**src/rtl/xbar_pkg.sv**
```systemverilog
// Shared helpers for the registered byte-lane crossbar: select-code width,
// the "off" code value and the identity routing used at reset.
package xbar_pkg;

  // Upper bounds used to size the identity-config helper's return vector.
  localparam int MAX_N    = 8;
  localparam int MAX_SELW = 4;

  // Select code width: codes 0..n-1 pick an input, code n is "off".
  function automatic int sel_w(input int n);
    return $clog2(n + 1);
  endfunction

  // The select code that drives an output lane to zero.
  function automatic int off_code(input int n);
    return n;
  endfunction

  // Identity routing packed at a stride of selw bits: output j takes input j.
  function automatic logic [MAX_N*MAX_SELW-1:0] identity_cfg(input int n, input int selw);
    logic [MAX_N*MAX_SELW-1:0] cfg;
    cfg = '0;
    for (int j = 0; j < MAX_N; j++) begin
      if (j < n) begin
        for (int b = 0; b < MAX_SELW; b++) begin
          if (b < selw) cfg[j*selw + b] = j[b];
        end
      end
    end
    return cfg;
  endfunction

endpackage

```
**src/rtl/xbar_reg_n_if.sv**
```systemverilog
// Bus bundle for xbar_reg_n: data stage handshake plus configuration port.
//
// Handshake: a beat moves across an interface when valid && ready are both
// high at a rising clock edge; valid, once raised, stays high with stable
// data until that edge, and ready may depend combinationally on the far side.
interface xbar_reg_n_if
  import xbar_pkg::*;
#(
  parameter int N     = 3,
  parameter int WIDTH = 8,
  parameter int CNT_W = 16
);
  localparam int SELW = sel_w(N);

  logic [N*WIDTH-1:0] in_data;
  logic               in_valid;
  logic               in_ready;
  logic [N*WIDTH-1:0] out_data;
  logic               out_valid;
  logic               out_ready;
  logic [N*SELW-1:0]  cfg_sel;
  logic               cfg_wr;
  logic               cfg_ok;
  logic               cfg_err;
  logic               err_clr;
  logic [N*SELW-1:0]  active_sel;
  logic [CNT_W-1:0]   beat_cnt;

  // Environment side: drives beats and configuration requests.
  modport master (
    output in_data, in_valid, out_ready, cfg_sel, cfg_wr, err_clr,
    input  in_ready, out_data, out_valid, cfg_ok, cfg_err, active_sel, beat_cnt
  );

  // Crossbar side.
  modport slave (
    input  in_data, in_valid, out_ready, cfg_sel, cfg_wr, err_clr,
    output in_ready, out_data, out_valid, cfg_ok, cfg_err, active_sel, beat_cnt
  );
endinterface

```
**src/rtl/xbar_lane_mux.sv**
```systemverilog
// One output lane of the crossbar: N:1 byte mux; the off code (or any code
// that does not name an input) yields zero.
module xbar_lane_mux #(
  parameter int N     = 3,
  parameter int WIDTH = 8,
  parameter int SELW  = 2
) (
  input  logic [N*WIDTH-1:0] data_i,
  input  logic [SELW-1:0]    sel_i,
  output logic [WIDTH-1:0]   data_o
);

  // Pick the selected input channel, zero otherwise.
  always_comb begin
    data_o = '0;
    for (int i = 0; i < N; i++) begin
      if (sel_i == SELW'(i)) data_o = data_i[i*WIDTH +: WIDTH];
    end
  end

endmodule

```
**src/rtl/xbar_reg_n.sv**
```systemverilog
// Registered N-in/N-out byte-lane crossbar with validated routing register
// and a saturating beat counter that restarts on every successful commit.
// Optional macro XBAR_ALLOW_OFF_EN: when defined, the off code is a legal
// select and may appear on several outputs; otherwise a full permutation of
// inputs is required.
module xbar_reg_n
  import xbar_pkg::*;
#(
  parameter int N     = 3,
  parameter int WIDTH = 8,
  parameter int CNT_W = 16
) (
  input  logic          clk,
  input  logic          rst_n,
  xbar_reg_n_if.slave   bus
);

  localparam int                         SELW    = sel_w(N);
  localparam logic [SELW-1:0]            OFF     = SELW'(off_code(N));
  localparam logic [MAX_N*MAX_SELW-1:0]  ID_FULL = identity_cfg(N, SELW);
  localparam logic [N*SELW-1:0]          ID_CFG  = ID_FULL[N*SELW-1:0];

  logic [N*WIDTH-1:0] out_data_q, out_data_d;
  logic               out_valid_q, out_valid_d;
  logic [N*SELW-1:0]  active_sel_q, active_sel_d;
  logic               cfg_err_q, cfg_err_d;
  logic [CNT_W-1:0]   beat_cnt_q, beat_cnt_d;

  logic [N*WIDTH-1:0] routed;
  logic               cfg_ok;
  logic               in_ready;
  logic               accept;
  logic               commit;
  logic               handoff;

  // Routing datapath: one lane mux per output, steered by the committed config.
  for (genvar j = 0; j < N; j++) begin : g_lane
    xbar_lane_mux #(
      .N     (N),
      .WIDTH (WIDTH),
      .SELW  (SELW)
    ) u_lane (
      .data_i (bus.in_data),
      .sel_i  (active_sel_q[j*SELW +: SELW]),
      .data_o (routed[j*WIDTH +: WIDTH])
    );
  end

  // Legality of the requested config: codes in range, non-off codes distinct.
  always_comb begin
    cfg_ok = 1'b1;
    for (int j = 0; j < N; j++) begin
      if (int'(bus.cfg_sel[j*SELW +: SELW]) > N) cfg_ok = 1'b0;
`ifndef XBAR_ALLOW_OFF_EN
      if (bus.cfg_sel[j*SELW +: SELW] == OFF) cfg_ok = 1'b0;
`endif
      for (int k = 0; k < j; k++) begin
        if ((bus.cfg_sel[j*SELW +: SELW] == bus.cfg_sel[k*SELW +: SELW]) &&
            (bus.cfg_sel[j*SELW +: SELW] != OFF)) cfg_ok = 1'b0;
      end
    end
  end

  assign in_ready = !out_valid_q || bus.out_ready;
  assign accept   = bus.in_valid && in_ready;
  assign handoff  = out_valid_q && bus.out_ready;
  assign commit   = bus.cfg_wr && cfg_ok;

  // Pipeline stage next state: load on accept, drain on hand-off, else hold.
  always_comb begin
    out_data_d  = out_data_q;
    out_valid_d = out_valid_q;
    if (accept) begin
      out_data_d  = routed;
      out_valid_d = 1'b1;
    end else if (handoff) begin
      out_valid_d = 1'b0;
    end
  end

  // Config register and sticky error next state; a bad write beats a clear.
  always_comb begin
    active_sel_d = active_sel_q;
    cfg_err_d    = cfg_err_q;
    if (commit) active_sel_d = bus.cfg_sel;
    if (bus.cfg_wr && !cfg_ok) cfg_err_d = 1'b1;
    else if (bus.err_clr)      cfg_err_d = 1'b0;
  end

  // Beat counter next state: commit clears, otherwise saturating count.
  always_comb begin
    beat_cnt_d = beat_cnt_q;
    if (commit) beat_cnt_d = '0;
    else if (handoff && (beat_cnt_q != {CNT_W{1'b1}})) beat_cnt_d = beat_cnt_q + 1'b1;
  end

  // State registers.
  always_ff @(posedge clk or negedge rst_n) begin
    if (!rst_n) begin
      out_data_q   <= '0;
      out_valid_q  <= 1'b0;
      active_sel_q <= ID_CFG;
      cfg_err_q    <= 1'b0;
      beat_cnt_q   <= '0;
    end else begin
      out_data_q   <= out_data_d;
      out_valid_q  <= out_valid_d;
      active_sel_q <= active_sel_d;
      cfg_err_q    <= cfg_err_d;
      beat_cnt_q   <= beat_cnt_d;
    end
  end

  assign bus.in_ready   = in_ready;
  assign bus.out_data   = out_data_q;
  assign bus.out_valid  = out_valid_q;
  assign bus.cfg_ok     = cfg_ok;
  assign bus.cfg_err    = cfg_err_q;
  assign bus.active_sel = active_sel_q;
  assign bus.beat_cnt   = beat_cnt_q;

endmodule
```
**src/flat_wrapper.sv**
```systemverilog
// flat-port wrapper written by rule: the top's interface ports become plain ports
module xbar_reg_n_flat import xbar_pkg::*;
#(
  parameter int N     = 3,
  parameter int WIDTH = 8,
  parameter int CNT_W = 16
)
  (clk, rst_n, bus_in_data, bus_in_valid, bus_out_ready, bus_cfg_sel, bus_cfg_wr, bus_err_clr, bus_in_ready, bus_out_data, bus_out_valid, bus_cfg_ok, bus_cfg_err, bus_active_sel, bus_beat_cnt);
  xbar_reg_n_if #(.N(N), .WIDTH(WIDTH), .CNT_W(CNT_W)) bus_i ();
  input  logic clk;
  input  logic rst_n;
  input wire logic [$bits(bus_i.in_data)-1:0] bus_in_data;
  input wire logic [$bits(bus_i.in_valid)-1:0] bus_in_valid;
  input wire logic [$bits(bus_i.out_ready)-1:0] bus_out_ready;
  input wire logic [$bits(bus_i.cfg_sel)-1:0] bus_cfg_sel;
  input wire logic [$bits(bus_i.cfg_wr)-1:0] bus_cfg_wr;
  input wire logic [$bits(bus_i.err_clr)-1:0] bus_err_clr;
  output wire logic [$bits(bus_i.in_ready)-1:0] bus_in_ready;
  output wire logic [$bits(bus_i.out_data)-1:0] bus_out_data;
  output wire logic [$bits(bus_i.out_valid)-1:0] bus_out_valid;
  output wire logic [$bits(bus_i.cfg_ok)-1:0] bus_cfg_ok;
  output wire logic [$bits(bus_i.cfg_err)-1:0] bus_cfg_err;
  output wire logic [$bits(bus_i.active_sel)-1:0] bus_active_sel;
  output wire logic [$bits(bus_i.beat_cnt)-1:0] bus_beat_cnt;
  assign bus_i.in_data = bus_in_data;
  assign bus_i.in_valid = bus_in_valid;
  assign bus_i.out_ready = bus_out_ready;
  assign bus_i.cfg_sel = bus_cfg_sel;
  assign bus_i.cfg_wr = bus_cfg_wr;
  assign bus_i.err_clr = bus_err_clr;
  assign bus_in_ready = bus_i.in_ready;
  assign bus_out_data = bus_i.out_data;
  assign bus_out_valid = bus_i.out_valid;
  assign bus_cfg_ok = bus_i.cfg_ok;
  assign bus_cfg_err = bus_i.cfg_err;
  assign bus_active_sel = bus_i.active_sel;
  assign bus_beat_cnt = bus_i.beat_cnt;
  xbar_reg_n #(.N(N), .WIDTH(WIDTH), .CNT_W(CNT_W)) u_core (.clk(clk), .rst_n(rst_n), .bus(bus_i));
endmodule
```
**config.mk**
```make
export PLATFORM = sky130hd
export DESIGN_NAME = xbar_reg_n_flat
export DESIGN_NICKNAME = d
export VERILOG_FILES = /design/src/rtl/xbar_pkg.sv /design/src/rtl/xbar_reg_n_if.sv /design/src/rtl/xbar_lane_mux.sv /design/src/rtl/xbar_reg_n.sv /design/src/flat_wrapper.sv
export SDC_FILE = /design/constraint.sdc
export NUM_CORES = 1
export LEC_CHECK = 0
export ABC_CLOCK_PERIOD_IN_PS = 1900
export CORE_UTILIZATION = 48
export CTS_BUF_LIST = sky130_fd_sc_hd__clkbuf_8 sky130_fd_sc_hd__clkbuf_16
export DETAILED_ROUTE_END_ITERATION = 8
export PLACE_DENSITY = 0.91
export SLEW_MARGIN = 5
export SYNTH_ARGS = -nofsm -noshare
export SYNTH_HDL_FRONTEND = slang
export SYNTH_HIERARCHICAL = 1
export SYNTH_SLANG_ARGS = --single-unit
```
**constraint.sdc**
```tcl
create_clock -name clk -period 1.9 [get_ports clk]
set_clock_uncertainty 0.05 [all_clocks]
set_input_delay 0.475 -clock clk [delete_from_list [all_inputs] [get_ports clk]]
set_output_delay 0.475 -clock clk [all_outputs]
set_load 0.02 [all_outputs]
```
==> results of run 1 <==
power groups by stage:
| stage | registers, mW | clock network (mW) | logic (mW) |
|---|---|---|---|
| after floorplan | 1.86 | 0 | 0.753 |
| after global placement | 1.53 | 0 | 1.88 |
| after detailed placement | 1.54 | 0 | 1.92 |
| after CTS | 1.52 | 1.02 | 1.92 |
| after global routing | 1.56 | 1.07 | 2.03 |
| final | 1.52 | 0.995 | 1.91 |
placed cells by master (no fill, tap or decap), types with 5 or more instances in the layout:
cell type        Yosys  routed
nand2_1             10      10
mux2i_1             24      24
dfrtp_1             46      44
o2bb2ai_1           24      24
mux2_2              25      24
clkbuf_8             0       5
xnor2_1             12      11
dlygate4sd2_1        0      12
buf_4                1      26
o21ai_0              8       7
clkdlybuf4s50_1      0      59
dlymetal6s2s_1       0       6
nor3_1              10       8
nor2_1              22      22
nand3_1              7       7
logic make-up after synthesis:
| family | after synthesis |
|---|---|
| AND/OR/NAND/NOR | 79 |
| multiplexers | 51 |
| flip-flops | 48 |
| AO/OA/AOI/OAI | 45 |
| buffers and inverters | 19 |
| XOR/XNOR | 13 |
| adder cells (fa/ha/maj) | 1 |
registers in the layout, summed over array words and instances, names as in the netlist:
| signal | cells |
|---|---|
| u_core/bus.beat_cnt | 16 |
| u_core/bus.active_sel | 6 |
| u_core/bus.out_valid | 1 |
| u_core/bus.cfg_err | 1 |
| u_core/bus.out_data | 24 |
worst min path at each step:
| stage | to | cells past startpoint | start |
|---|---|---|---|
| 3_5_place_dp | u_core/bus.out_data[12] | 2 | rst_n |
| 5_1_grt | u_core/bus.out_data[20] | 2 | rst_n |
| 6_report | u_core/bus.out_data[14] | 2 | rst_n |
| 3_3_place_gp | u_core/bus.out_data[11] | 2 | rst_n |
| 4_1_cts | u_core/bus.out_data[14] | 2 | rst_n |
| 2_1_floorplan | u_core/bus.active_sel[0] | 0 | rst_n |
metrics by stage:
stage | setup WS [ps] | std cells
after global routing | -98.61 | 435
after global placement | -839.0 | 426
after detailed placement | -950.9 | 426
final | -72.99 | 435
after CTS | -46.32 | 435
after floorplan | 41.86 | 256
layout make-up:
class                      instances  share of cell area (%)
clock buffer                       5                   1.660
clock inverter                     3                   2.173
inverter                           5                  0.4526
multi-input combinational        189                   38.74
sequential                        48                   29.09
tap                               72                   2.173
timing repair buffer             113                   25.71
timing repair:
item | in CTS | in global routing
endpoints found under the setup margin | 34 | 7
buffers inserted | 1 | 0
pin swaps | 6 | 1
gates resized for setup | 62 | 10
gates cloned | 0 | 0
per-layer routing:
metal  wire length (microns)  up-vias  share of wire [%]
li1                        -     1146                  -
met1                    3102     1229                 41
met2                    3862       97                 51
met3                     476       16                6.3
met4                     149        0                2.0
met5                       0        -                  0
==> impl_metrics.yaml, run 1 <==
run_status:
  outcome: "finished with violations"
  violations: "setup timing"
die:
  fp.coreArea_sq_mm: 0.005642
  die_area_sq_mm: 0.006331
  io_pins: 86
  die_h_microns: 79.57
  rows: 27
  die_width_microns: 79.57
  start_util_pct: 51.19
worst_setup_path:
  arrival_ps: 1450
  cp_num_cells: 6
  path_cells: "buf_8 -> xor2_2 -> a22oi_2 -> o21ai_1 -> mux2_4 -> buf_6"
  required_ps: 1370
  timing.rr.end: "u_core/bus.beat_cnt[0]"
  crit_family: "compound AO/OA/AOI/OAI gates"
  slowest_delay_ps: 270
  crit_fanout: 3
  critical_path_class: "in2out"
  start_kind: "primary input"
  cp_slowest_cell: "mux2_4"
  worst_setup_path_end_kind: "output pin"
  crit_buf_inv: 2
  crit_path_end: "bus_cfg_ok"
  reg2reg_from: "u_core/bus.beat_cnt[0]"
  critPathLaunch: "bus_cfg_sel[4]"
  r2r_slack_ps: 150
  reg2regPathDepth: 7
clocking:
  cts_sinks: 48
  worstSkewPairLatency_ps: 300
  cts_tree: "yes"
  htreeDepth: 2
  cts_buffer_depth: 2
  numCtsBuffers: 5
  holdBufCountCts: 0
  root_buffer: "clkbuf_8"
  path_clk_slew_ps: 90
grt:
  top_usage_layer: "met2"
  grt_use_met1_pct: 31.30
  grt_start_max_net_pins: 26
  track_usage_pct: 25.56
  antenna_found_initial: 0
  overflow: 0
  gr-usage-met2_pct: 44.62
  grt_pass1_wl_mm: 12.46
  grt_pass1_vias: 2581
  gr-usage-met3_pct: 5.143
synthesis:
  synth_top_family_by_area: "multiplexers"
  synth_flop_cell: "dfrtp_1"
  ys_ff_latch: 48
  synth-xor-area-share_pct: 3.943
  synth_cell_types: 44
  ys_seq_area_share_pct: 41.68
  synth.area.top_cells: "dfrtp_1, mux2_2, mux2i_1"
  ys_async_sr_fraction_pct: 100.0
  synth_most_common_cell: "dfrtp_1"
  syn_area_sq_mm: 0.002888
  synth-compound-area-share_pct: 12.09
  synth_top_area_cell: "dfrtp_1"
  post-synth-top-area-fraction_pct: 39.86
  muxShareOfSynthArea_pct: 18.85
  synthAdderAreaFrac_pct: 0.4333
  synth-simple-area-share_pct: 17.89
  avgSynthCellArea_sq_um: 11.28
  yosysWarnings: 6
  synth_enable_flop_cells: 0
  syn_nets: 293
  ys_top_cells_by_count: "dfrtp_1, mux2_2, mux2i_1, o2bb2ai_1, nor2_1"
  synth_cells: 256
run:
  cap_violations: 0
drt:
  viasPerCell: 5.720
  vias: 2488
  wl_per_cell_microns: 17.45
  drcViolationCount: 0
  dr.pass1.iters: 4
  wl_mm: 7.591
  drtAntennaViolNets: 0
  drtIter0Drc: 129
sta:
  max_freq_mhz: 506.8
  worst_slew_pin_slew_ps: 352.8
  finalSetupViolCount: 1
  drv_slew: 0
  min_period_ps: 1973
  slew_headroom_pct: 76.30
  whs_ps: 114.0
  finalSetupTns_ps: -72.99
  min_period_over_period_pct: 103.8
  postLayoutSetupSlackWorst_ps: -72.99
  rsz0062_at_grt: "true"
  finalHoldViolCount: 0
power_and_ir_drop:
  total_power_mw: 4.425
  p_switching_mw: 1.505
  internal-power_mw: 2.920
  ir_drop_mv: 0.6259
  combinationalPowerShare_pct: 43.1
  seqPwrFrac_pct: 34.4
  leakagePower_nw: 1.835
  p_clk_share_pct: 22.5
  powerDensity_mw_per_mm2: 1067
  swShare_pct: 34.01
cells_and_area:
  fillCellCount: 389
  num_antenna_cells: 0
  design_area_sq_mm: 0.004146
  final_layout_size_suffix_gt1_share_pct: 27.82
  post-route-util_pct: 73.50
  multi_input_area_sq_mm: 0.001607
  area_growth_pct: 43.59
  fin_nets: 399
  seqCellArea_sq_mm: 0.001206
placement:
  io_buffers: 85
  finalWeightedCongestion: 0.8352
  hpwl_mm: 5.392
  place_area_sq_mm: 0.003910
min_path:
  hold_class: "in2async"
Power figures use the tool's default switching activity.
==> run 2, diff against run 1 <==
TNS_END_PERCENT = 50   (was unset)
==> run 2 against run 1 <==
Effect of this change:
- the flow still finishes with violations (setup timing)
- cell area rose by 0.24%
- global-route usage is 0.29 points lower
- routed wire length down 0.57%
- cell count unchanged
- register-to-register slack hardly changed
- clock power is essentially flat
- combinational power barely moved
- fmax is 0.32% higher
- worst setup slack gained 6.2 ps
- highest routed layer unchanged
- critical endpoint unchanged
- count of clock-buffer cells in the layout unchanged
- die area is the same
- sequential share of layout area fell by 0.070 points
==> impl_metrics.yaml, run 2 (synthesized netlist as in run 1, its figures left out) <==
grt:
  grt_pass1_wl_mm: 12.34
  track_usage_pct: 25.26
  antenna_found_initial: 0
  grt_pass1_vias: 2578
  overflow: 0
  grt_start_max_net_pins: 26
power_and_ir_drop:
  p_clk_share_pct: 22.5
  seqPwrFrac_pct: 34.4
  swShare_pct: 34.00
  internal-power_mw: 2.922
  leakagePower_nw: 1.836
  powerDensity_mw_per_mm2: 1065
  p_switching_mw: 1.505
  combinationalPowerShare_pct: 43.1
  ir_drop_mv: 0.6263
worst_setup_path:
  crit_family: "compound AO/OA/AOI/OAI gates"
  crit_fanout: 4
  crit_buf_inv: 2
  cp_slowest_cell: "mux2_4"
  arrival_ps: 1440
  critical_path_class: "in2out"
  worst_setup_path_end_kind: "output pin"
  slowest_delay_ps: 270
  start_kind: "primary input"
  required_ps: 1370
  path_cells: "buf_8 -> xor2_4 -> a22oi_2 -> o21ai_1 -> mux2_4 -> buf_6"
sta:
  drv_slew: 0
  finalHoldViolCount: 0
  postLayoutSetupSlackWorst_ps: -66.79
  max_freq_mhz: 508.4
  min_period_over_period_pct: 103.5
  worst_slew_pin_slew_ps: 364.7
  rsz0062_at_grt: "true"
  min_period_ps: 1967
  finalSetupViolCount: 1
  slew_headroom_pct: 75.50
clocking:
  numCtsBuffers: 5
  root_buffer: "clkbuf_8"
  htreeDepth: 2
  holdBufCountCts: 0
  path_clk_slew_ps: 90
  cts_buffer_depth: 2
  cts_tree: "yes"
  worstSkewPairLatency_ps: 300
  cts_sinks: 48
die:
  die_area_sq_mm: 0.006331
  io_pins: 86
  die_h_microns: 79.57
  die_width_microns: 79.57
  rows: 27
  start_util_pct: 51.19
  fp.coreArea_sq_mm: 0.005642
placement:
  dpl.cell_count: 426
  io_buffers: 85
  finalWeightedCongestion: 0.8352
  hpwl_mm: 5.392
run:
  cap_violations: 0
drt:
  drtAntennaViolNets: 0
  wl_per_cell_microns: 17.35
  wl_mm: 7.548
  viasPerCell: 5.697
  drtIter0Drc: 108
  drcViolationCount: 0
  vias: 2478
  dr.pass1.iters: 4
min_path:
  hold_class: "in2async"
cells_and_area:
  area_growth_pct: 43.93
  num_antenna_cells: 0
  fin_nets: 399
  largest_register_ffs: 24
  final_layout_size_suffix_gt1_share_pct: 27.55
  final_common_cell: "clkdlybuf4s50_1"
  post-route-util_pct: 73.67
  stdcell_count: 435
  most-common-layout-cells: "clkdlybuf4s50_1, dfrtp_1, buf_4"
run_status:
  violations: "setup timing"
  outcome: "finished with violations"
-- run 2: cell count changes in the layout (fill, tap and decap cells not counted), sizes merged --
cell           previous run  this run
clkdlybuf4s15             0         1
buf                      36        35
-- run 2: through the flow --
stage	setup slack (ps)	cell area (sq um)	hold slack, ps	TNS [ps]	power [mW]
floorplan	41.86	2888	129.4	0	2.614
global placement	-839.0	3910	430.3	-11330	3.411
detailed placement	-950.9	3910	445.2	-12180	3.460
CTS	-49.43	4113	112.1	-49.43	4.457
global route	-88.07	4156	122.3	-88.07	4.657
finish	-66.79	4156	113.2	-66.79	4.427
-- run 2: worst paths after layout --
kind	to	slack (ps)	cells after the start	start
max in group asynchronous	u_core/bus.active_sel[5]	1370	2	rst_n
min reg2reg	u_core/bus.out_data[6]	460	1	u_core/bus.out_data[6]
min in group clk	u_core/bus.out_data[6]	460	1	u_core/bus.out_data[6]
max	bus_cfg_ok	-70	6	bus_cfg_sel[2]
max reg2reg	u_core/bus.beat_cnt[0]	150	7	u_core/bus.beat_cnt[0]
min	u_core/bus.out_data[14]	110	2	rst_n
-- run 2: layout make-up --
| class | instances | area, sq um |
|---|---|---|
| clock buffer | 5 | 68.82 |
| clock inverter | 3 | 90.09 |
| fill | 387 | 1485 |
| inverter | 5 | 18.77 |
| multi-input combinational | 189 | 1613 |
| sequential | 48 | 1206 |
| tap | 72 | 90.09 |
| timing repair buffer | 113 | 1070 |
-- run 2: metal layers --
metal	GRT usage, %	share of wire, %
met3	5.257	5.8
met4	8.545	1.4
met5	0	0
met1	30.87	42
met2	43.93	51
-- run 2: power groups by stage --
stage / combinational [mW] / clock (mW) / sequential [mW]
after floorplan: 0.753 / 0 / 1.86
final: 1.91 / 0.995 / 1.52
after global placement: 1.88 / 0 / 1.53
after detailed placement: 1.92 / 0 / 1.54
after CTS: 1.91 / 1.02 / 1.52
after global routing: 2.03 / 1.07 / 1.56
-- run 2: what timing repair did --
action,CTS,global route
setup buffers,1,0
setup endpoints to repair,34,7
resized for setup,60,11
pin swaps,6,3
-- run 2: worst reg2reg max path, cell delays in order, from the launching register on --
cell	delay, ps
dfrtp_1	420
ha_1	270
nand4_4	170
nor4_4	270
buf_4	190
nor2_1	70
xnor2_1	150
nor2_1	60
